### config.mk
export PLATFORM = sky130hd
export DESIGN_NAME = edge_delay_meter
export DESIGN_NICKNAME = d
export VERILOG_FILES = /design/src/rtl/edge_delay_meter_pkg.sv /design/src/rtl/edge_delay_meter_sync_edge.sv /design/src/rtl/edge_delay_meter.sv
export SDC_FILE = /design/constraint.sdc
export NUM_CORES = 1
export LEC_CHECK = 0
export ABC_CLOCK_PERIOD_IN_PS = 6160
export BUFFER_PORTS_ARGS = -buffer_cell sky130_fd_sc_hd__buf_2
export CAP_MARGIN = 30
export CORE_MARGIN = 5
export CORE_UTILIZATION = 45
export CTS_CLUSTER_SIZE = 10
export DETAILED_ROUTE_END_ITERATION = 10
export PLACE_DENSITY = 0.62
export SKIP_LAST_GASP = 1
export SYNTH_ARGS = -nofsm -noshare
export SYNTH_HDL_FRONTEND = slang
export SYNTH_SLANG_ARGS = --single-unit
export TNS_END_PERCENT = 1
### constraint.sdc
create_clock -name clk -period 6.16 [get_ports clk]
set_input_delay 0 -clock clk [delete_from_list [all_inputs] [get_ports clk]]
set_output_delay 0 -clock clk [all_outputs]
set_load 0.02 [all_outputs]
### src/rtl/edge_delay_meter_pkg.sv
// Shared definitions for the edge delay meter.
//   state_t    : top-level measurement FSM states
//   side_t     : condition of one measurement side (rise or fall)
//   SYNC_DEPTH : flip-flops in each input synchronizer
package edge_delay_meter_pkg;

  typedef enum logic [1:0] {
    IDLE    = 2'd0,
    ARMED   = 2'd1,
    MEASURE = 2'd2,
    REPORT  = 2'd3
  } state_t;

  typedef enum logic [1:0] {
    SIDE_OFF  = 2'd0,
    SIDE_RUN  = 2'd1,
    SIDE_DONE = 2'd2
  } side_t;

  localparam int SYNC_DEPTH = 2;

endpackage

### src/rtl/edge_delay_meter_sync_edge.sv
// Synchronizer plus edge detector for one asynchronous input.
// Ports:
//   clk, rst_n : clock, asynchronous active-low reset
//   pin        : asynchronous input
//   level      : synchronized level
//   rise, fall : one-cycle pulses on synchronized edges
module sync_edge
  import edge_delay_meter_pkg::*;
(
  input  logic clk,
  input  logic rst_n,
  input  logic pin,
  output logic level,
  output logic rise,
  output logic fall
);

  logic [SYNC_DEPTH-1:0] sync_p0;
  logic                  prev_p1;

  always_ff @(posedge clk or negedge rst_n) begin
    if (!rst_n) begin
      sync_p0 <= '0;
      prev_p1 <= 1'b0;
    end else begin
      sync_p0 <= {sync_p0[SYNC_DEPTH-2:0], pin};
      prev_p1 <= sync_p0[SYNC_DEPTH-1];
    end
  end

  // edge-detect stage
  assign level = sync_p0[SYNC_DEPTH-1];
  assign rise  = level & ~prev_p1;
  assign fall  = ~level & prev_p1;

endmodule

### src/rtl/edge_delay_meter.sv
// Measures rising- and falling-edge delay (in clk cycles) between a
// reference signal and its delayed echo, after a start command.
// Ports:
//   clk, rst_n         : clock, asynchronous active-low reset
//   start              : one-cycle arm request, honoured when idle
//   ref_in, echo_in    : asynchronous reference and echo inputs
//   busy               : measurement in progress
//   done               : one-cycle pulse, results valid from this cycle
//   rise_dly, fall_dly : measured delays (held until the next done)
//   timeout, order_err : completion status, updated with done
module edge_delay_meter
  import edge_delay_meter_pkg::*;
#(
  parameter int CNT_W   = 16,
  parameter int TIMEOUT = 1000
) (
  input  logic             clk,
  input  logic             rst_n,
  input  logic             start,
  input  logic             ref_in,
  input  logic             echo_in,
  output logic             busy,
  output logic             done,
  output logic [CNT_W-1:0] rise_dly,
  output logic [CNT_W-1:0] fall_dly,
  output logic             timeout,
  output logic             order_err
);

  localparam logic [CNT_W-1:0] TO_VAL = CNT_W'(TIMEOUT);
  localparam logic [CNT_W-1:0] ONE    = CNT_W'(1);

  logic ref_level, ref_rise, ref_fall;
  logic echo_level, echo_rise, echo_fall;
  logic unused_levels;

  sync_edge u_ref (
    .clk   (clk),
    .rst_n (rst_n),
    .pin   (ref_in),
    .level (ref_level),
    .rise  (ref_rise),
    .fall  (ref_fall)
  );

  sync_edge u_echo (
    .clk   (clk),
    .rst_n (rst_n),
    .pin   (echo_in),
    .level (echo_level),
    .rise  (echo_rise),
    .fall  (echo_fall)
  );

  assign unused_levels = ref_level ^ echo_level;

  state_t           state;
  side_t            rise_st, fall_st;
  logic [CNT_W-1:0] cnt_r, cnt_f, rise_res, fall_res;

  // per-cycle side events, meaningful only in MEASURE
  logic             meas, rise_hit, fall_hit, fall_arm, fall_zero, order_hit;
  logic             rise_to, fall_to, rise_fin, fall_fin;
  logic [CNT_W-1:0] rise_val, fall_val;

  always_comb begin
    meas      = (state == MEASURE);
    rise_hit  = meas && (rise_st == SIDE_RUN) && echo_rise;
    fall_hit  = meas && (fall_st == SIDE_RUN) && echo_fall;
    fall_arm  = meas && (fall_st == SIDE_OFF) && ref_fall;
    fall_zero = fall_arm && echo_fall;
    // echo fall with no pending ref fall (a simultaneous ref fall is a zero delay)
    order_hit = meas && (fall_st == SIDE_OFF) && echo_fall && !ref_fall;
    // an echo edge at exactly TIMEOUT is still a valid measurement
    rise_to   = meas && (rise_st == SIDE_RUN) && !echo_rise && (cnt_r == TO_VAL);
    fall_to   = meas && (fall_st == SIDE_RUN) && !echo_fall && (cnt_f == TO_VAL);
    rise_fin  = (rise_st == SIDE_DONE) || rise_hit;
    fall_fin  = (fall_st == SIDE_DONE) || fall_hit || fall_zero;
    rise_val  = rise_hit ? cnt_r : rise_res;
    fall_val  = fall_hit ? cnt_f : (fall_zero ? '0 : fall_res);
  end

  always_ff @(posedge clk or negedge rst_n) begin
    if (!rst_n) begin
      state     <= IDLE;
      rise_st   <= SIDE_OFF;
      fall_st   <= SIDE_OFF;
      cnt_r     <= '0;
      cnt_f     <= '0;
      rise_res  <= '0;
      fall_res  <= '0;
      busy      <= 1'b0;
      done      <= 1'b0;
      rise_dly  <= '0;
      fall_dly  <= '0;
      timeout   <= 1'b0;
      order_err <= 1'b0;
    end else begin
      done <= 1'b0;
      case (state)
        IDLE: begin
          if (start) begin
            state     <= ARMED;
            busy      <= 1'b1;
            timeout   <= 1'b0;
            order_err <= 1'b0;
            rise_st   <= SIDE_OFF;
            fall_st   <= SIDE_OFF;
            cnt_r     <= '0;
            cnt_f     <= '0;
            rise_res  <= '0;
            fall_res  <= '0;
          end
        end
        ARMED: begin
          // echo edges are ignored until the reference rises
          if (ref_rise) begin
            state <= MEASURE;
            if (echo_rise) begin
              rise_st <= SIDE_DONE;
            end else begin
              rise_st <= SIDE_RUN;
              cnt_r   <= ONE;
            end
          end
        end
        MEASURE: begin
          if (order_hit) begin
            state     <= REPORT;
            done      <= 1'b1;
            busy      <= 1'b0;
            order_err <= 1'b1;
            rise_dly  <= rise_fin ? rise_val : '0;
            fall_dly  <= '0;
          end else if (rise_to || fall_to) begin
            state    <= REPORT;
            done     <= 1'b1;
            busy     <= 1'b0;
            timeout  <= 1'b1;
            rise_dly <= rise_fin ? rise_val : TO_VAL;
            fall_dly <= fall_fin ? fall_val : TO_VAL;
          end else if (rise_fin && fall_fin) begin
            state    <= REPORT;
            done     <= 1'b1;
            busy     <= 1'b0;
            rise_dly <= rise_val;
            fall_dly <= fall_val;
          end else begin
            if (rise_hit) begin
              rise_st  <= SIDE_DONE;
              rise_res <= cnt_r;
            end else if (rise_st == SIDE_RUN) begin
              cnt_r <= cnt_r + ONE;
            end
            if (fall_zero) begin
              fall_st  <= SIDE_DONE;
              fall_res <= '0;
            end else if (fall_arm) begin
              fall_st <= SIDE_RUN;
              cnt_f   <= ONE;
            end else if (fall_hit) begin
              fall_st  <= SIDE_DONE;
              fall_res <= cnt_f;
            end else if (fall_st == SIDE_RUN) begin
              cnt_f <= cnt_f + ONE;
            end
          end
        end
        REPORT: begin
          state <= IDLE;
        end
        default: state <= IDLE;
      endcase
    end
  end

endmodule
* Word level (Yosys, flattened, before mapping)
Index checks and enable logic that the tools add are counted.
** Word-level totals
- Flip-flop bits (word level) :: 112
- Input bits :: 5
- Output and inout port bits :: 36
- Word-level logic and storage cells :: 167
** Operators by class
- Add/sub/neg operators :: 2
- Equality and inequality tests :: 27
- Mux-type cells :: 76
- Bitwise logic cells :: 8
- Reduce and logical (&&, ||, !) cells :: 37
** Operator list (number)
- 16-bit 2-to-1 mux :: 36
- 16-bit one-hot mux with 2 select lines :: 3
- 16-bit one-hot mux with 3 select lines :: 1
- 2-bit 2-to-1 mux :: 18
- 16-bit by 1-bit adder with 16-bit output, second input constant :: 2
- 16-bit by 10-bit equality test with 1-bit output, second input constant :: 2
- 2-bit != test, second input constant :: 8
- 1-bit logical AND :: 14
- 7-bit AND reduction :: 2
- 1-bit 2-to-1 mux :: 12
- 3-bit AND reduction :: 3
- 9-bit AND reduction :: 1
- 2-bit equality test, second input constant :: 4
- 2-bit by 1-bit != test with 1-bit output, second input constant :: 4
- 4-bit by 1-bit != test with 1-bit output, second input constant :: 2
- 2-bit one-hot mux with 4 select lines :: 1
- 8-bit AND reduction :: 1
- 2-bit by 1-bit equality test with 1-bit output, second input constant :: 3
- 3-bit by 1-bit != test with 1-bit output, second input constant :: 2
- 3-bit by 2-bit != test with 1-bit output, second input constant :: 2
- 1-bit one-hot mux with 2 select lines :: 3
- 2-bit one-hot mux with 3 select lines :: 1
- 6-bit AND reduction :: 1
- 3-bit nonzero test :: 2
- 10 further kinds :: 22

* Logic depth before layout (Yosys ltp)
- Word-level depth :: 10
- Gate-level depth with buffers :: 10
- Mapped depth without buffers :: 8

* Cells and area by module
Synthesis repeated with hierarchy kept, for this count alone.
** Second synthesis, totals
- Cells, all modules :: 632
- Area total of the unflattened synthesis :: 5789.3 µm²
** Modules (own cells, without submodules)
- edge_delay_meter :: instances 1, cells an instance 622, area each 5609.1 µm², seq. area each 2652.5 µm²
- sync_edge :: instances 2, cells an instance 5, area each 90.1 µm², seq. area each 75.1 µm²

* Worst setup path before layout
No wires, ideal clock.
- Path type :: reg2reg
- Start point :: register state[0]
- End point :: register state[1]
- Data arrival time :: 2.288 ns
- Required time :: 6.032 ns
- Path slack :: 3.744 ns
- Cell stages (with the launch flop) :: 10
- Clock period less this slack :: 2.416 ns
- Cells stage by stage :: dfrtp_1 > inv_1 > ha_1 > or3b_1 > nor3_2 > o31ai_4 > and2_1 > buf_6 > a31oi_4 > mux2_1
** On the way
- Cells in the longest elaborated chain, start to end :: 8
- Elaborated cells between the ends (all ways) :: 29
- Classes of those cells :: eq/ne: 6; mux: 3; reduce/logical: 20
** RTL lines
- from (decl) :: line edge_delay_meter.sv:57 : state_t state;
- from (signal assigned) :: line edge_delay_meter.sv:85 : state <= IDLE;
- from (signal assigned) :: line edge_delay_meter.sv:103 : state <= ARMED;
- from (signal assigned) :: line edge_delay_meter.sv:118 : state <= MEASURE;
- 2-bit equality test * :: line edge_delay_meter.sv:67 : meas = (state == MEASURE);
- named net meas :: line edge_delay_meter.sv:62 : logic meas, rise_hit, fall_hit, fall_arm, fall_zero, order_hit;
- 1-bit logical AND, on equally long branches (2 in a row)
- 1-bit logical AND (tied with other cells) :: line edge_delay_meter.sv:75 : rise_to = meas && (rise_st == SIDE_RUN) && !echo_rise && (cnt_r == TO_VAL);
- 1-bit logical OR, on equally long branches :: line edge_delay_meter.sv:135, edge_delay_meter.sv:78
- 2-bit 2-to-1 mux or 1-bit logical AND (tied branches) :: line edge_delay_meter.sv:135, edge_delay_meter.sv:142
- 2-bit 2-to-1 mux or 4-bit by 1-bit != test with 1-bit output (tied branches)
- 2-bit one-hot mux with 4 select lines or 3-bit AND reduction (tied branches)
Mark *: on every way through the listed nets, which the timed path passes. The rest lies on a longest branch.
A chain may end at the register's enable or synchronous reset.

* Final worst setup path
- Start point :: register state[0]
- End point :: register rise_st[1]
** On the way
- Cells in the longest elaborated chain, start to end :: 8
- Elaborated cells between the ends (all ways) :: 30
- Classes of those cells :: eq/ne: 8; mux: 1; reduce/logical: 21
** RTL lines
- 2-bit equality test :: line edge_delay_meter.sv:67, edge_delay_meter.sv:100
- 1-bit logical AND, on equally long branches
- 1-bit logical AND, on equally long branches :: line edge_delay_meter.sv:69, edge_delay_meter.sv:70
- 1-bit logical OR or 1-bit logical AND (tied branches) :: line edge_delay_meter.sv:78, edge_delay_meter.sv:71
- 1-bit logical OR :: line edge_delay_meter.sv:78 : fall_fin = (fall_st == SIDE_DONE) || fall_hit || fall_zero;
- 1-bit logical AND :: line edge_delay_meter.sv:142 : end else if (rise_fin && fall_fin) begin
- 2-bit != test (no line)
- 7-bit AND reduction (no line)
- to (signal assigned) :: line edge_delay_meter.sv:86 : rise_st <= SIDE_OFF;
- to (signal assigned) :: line edge_delay_meter.sv:107 : rise_st <= SIDE_OFF;
- to (signal assigned) :: line edge_delay_meter.sv:150 : rise_st <= SIDE_DONE;
- to (decl) :: line edge_delay_meter.sv:58 : side_t rise_st, fall_st;
Several ways; a longest one is shown, not always the timed one.

==> metrics.txt <==
run status completed; wire length per cell 17.4 µm; Die Y-Extent 124 µm; Distinct cells, synth 69; num rows 41; Critical Path Start state[0]; RD Place Congestion 0.849; post-synth top area share 0.479; largest net degree at the start of global routing 69; Final Util 0.510; Synth area leaders dfrtp_1, o31ai_1, a22o_1; Antenna Cells 0; die area 15400 µm²; Avg Cell Area, Syn 10.1 µm²; Placed Area 6090 µm²; H-tree Lvls 3; pwr dens 352 nW/µm²; FF/Latch Area 2800 µm²; switching pwr 0.000843 W; post-route total power 0.00228 W; Seq/Total Area, Yosys 0.479; crit-path max FO 22; Max Cap Violations 0; Routed Wire Length 13600 µm; Area Overhead vs Synth 10.6%; relative slew slack 0.325; Port Buf Inserts 40; Bufs on Longest Clock Path 2; number of DRC markers in iteration 0 347; final count of hold timing violations 0; post-synth design cell area 5850 µm²; worst-case clock skew 0.00699 ns; Filler Cell Count 1143; vias per inst 5.77; router iterations before antenna repair 5; switching share of power 0.370; max frequency 282 MHz; syn nets 596; Peak VDD IR 192 µV; Final Max Slew Viols 0; hold_buf cts 4; final worst setup slack 2.61 ns; CTS tree done; Setup TNS 0 ns; vias in the first global route 4204; Critical Path AT 3.79 ns; number of remaining DRC errors 0; leakage 2.98 nW; Post-synth EDFFs 0; Seq cells post-synth 112; RSZ-0062 raised after global routing no; setup violators final 0; Overflow after GRT 0; worst-skew pair later-pin latency 0.36 ns; Clk network pwr share 0.292; # Post-CTS Setup Buffers 0; Ports 41; Tmin final 3.55 ns; Seq pwr share 0.381; Initial Util 0.462; ANT nets after route 0; Hold Crit Class primary input to async pin; async set-or-reset flop fraction in the synthesized netlist 1.00; type of origin of the critical path flip-flop; Total Routing Usage GR 0.185; initial antenna violation count 0; Logic pwr share 0.327; CP Class flip-flop to flip-flop; area of the multi-input gates 2800 µm²; clock slew seen by the registers of the worst setup and hold paths 0.07 ns; fin crit share 0.576; Final Cell Area 6470 µm²; internal power 0.00143 W; CTS Buf Count 9; die width 124 µm; via count 4510; crit end category flip-flop; core area 12700 µm²; Synth Instances 581; WP data required 6.40 ns; hpwl dp 9450 µm; NumNets Final 619; worst slew pin tran 1.01 ns; Place WS 2.64 ns; # clock sinks 112; synth warn 0; Critical R2R Launch state[0]; ys flop type dfrtp_1; first-pass GRT wire length 22300 µm; layout cells sized above 1 0.136; post-cts sizing count 0; clk root buf clkbuf_16; post-synth top area cell dfrtp_1
per-layer routing:
metal | vias up | track usage | routed length (µm)
met3 | 13 | 0.0345 | 719
met4 | 0 | 0.0623 | 223
met5 | - | 0 | 0
met1 | 2166 | 0.281 | 6810
li1 | 2209 | - | -
met2 | 122 | 0.264 | 5860
power by group through the flow:
| stage | clock, W | sequential, W | combinational (W) |
|---|---|---|---|
| after floorplan | 0 | 0.000875 | 0.000584 |
| after global placement | 0 | 0.000877 | 0.000725 |
| after detailed placement | 0 | 0.000881 | 0.000734 |
| after CTS | 0.000679 | 0.000866 | 0.000740 |
| after global routing | 0.000709 | 0.000877 | 0.000823 |
| final | 0.000664 | 0.000868 | 0.000745 |
path summary, 6_finish.rpt:
kind                                      to  slack, ns  cells past startpoint
max                               rise_st[1]       2.61                      7
min                             fall_dly[12]       0.19                      2
max reg2reg                       rise_st[1]       2.61                      7
min reg2reg                u_echo.sync_p0[1]       0.35                      0
max in group asynchronous           cnt_r[5]       4.72                      3
min in group clk           u_echo.sync_p0[0]       0.28                      2
critical path, cell delays in order, from the launching register on:
cell and delay [ns]:
dfrtp_1 0.41, inv_1 0.14, ha_1 0.54, and3b_1 0.31
nand2_1 0.60, or3_4 0.65, a2111oi_4 0.42, mux2_1 0.35
area by class of cell:
type | count | share of cell area
timing repair buffer | 46 | 0.0399
clock buffer | 10 | 0.0354
multi-input combinational | 421 | 0.433
tap | 172 | 0.0333
sequential | 112 | 0.433
inverter | 14 | 0.00813
clock inverter | 6 | 0.0166
through the flow:
step | hold slack (ns) | cells
detailed placement | 0.0488 | 761
global route | 0.264 | 781
global placement | 0.0412 | 761
floorplan | -0.296 | 581
finish | 0.190 | 781
CTS | 0.226 | 781
cells by family (layout without fill, tap and decap cells):
| group | after synthesis | count (layout) | share of synthesized area |
|---|---|---|---|
| fa+ha+maj | 10 | 10 | 0.0214 |
| mux | 17 | 17 | 0.0295 |
| flops | 112 | 112 | 0.479 |
| buf+inv | 48 | 76 | 0.0417 |
| simple gates | 200 | 200 | 0.178 |
| compound gates | 194 | 194 | 0.251 |
state kept, by name (all words and copies together) (netlist names), 16 cells and up:
register and cells:
cnt_r 16, fall_dly 16, rise_dly 16, rise_res 16, cnt_f 16, fall_res 16
synth_stat cells (13+ instances only):
library cell / n
nand2_1: 58
dfrtp_1: 112
mux2i_1: 15
o31ai_1: 35
nand3_1: 29
nor2_1: 43
a22o_1: 27
a22oi_1: 16
inv_1: 14
o21ai_0: 37
a21oi_1: 16
buf_2: 13
cell usage in the layout (no fill, tap or decap), types with 10 or more instances in the layout:
cell type and count:
dfrtp_1 112, nand2_1 58, nor2_1 43, buf_2 39, o21ai_0 37, o31ai_1 35
nand3_1 29, a22o_1 27, a21oi_1 16, a22oi_1 16, mux2i_1 15, inv_1 14
a21o_1 10, and3_1 10, ha_1 10
Note: power is estimated with default switching activity, not from simulation.
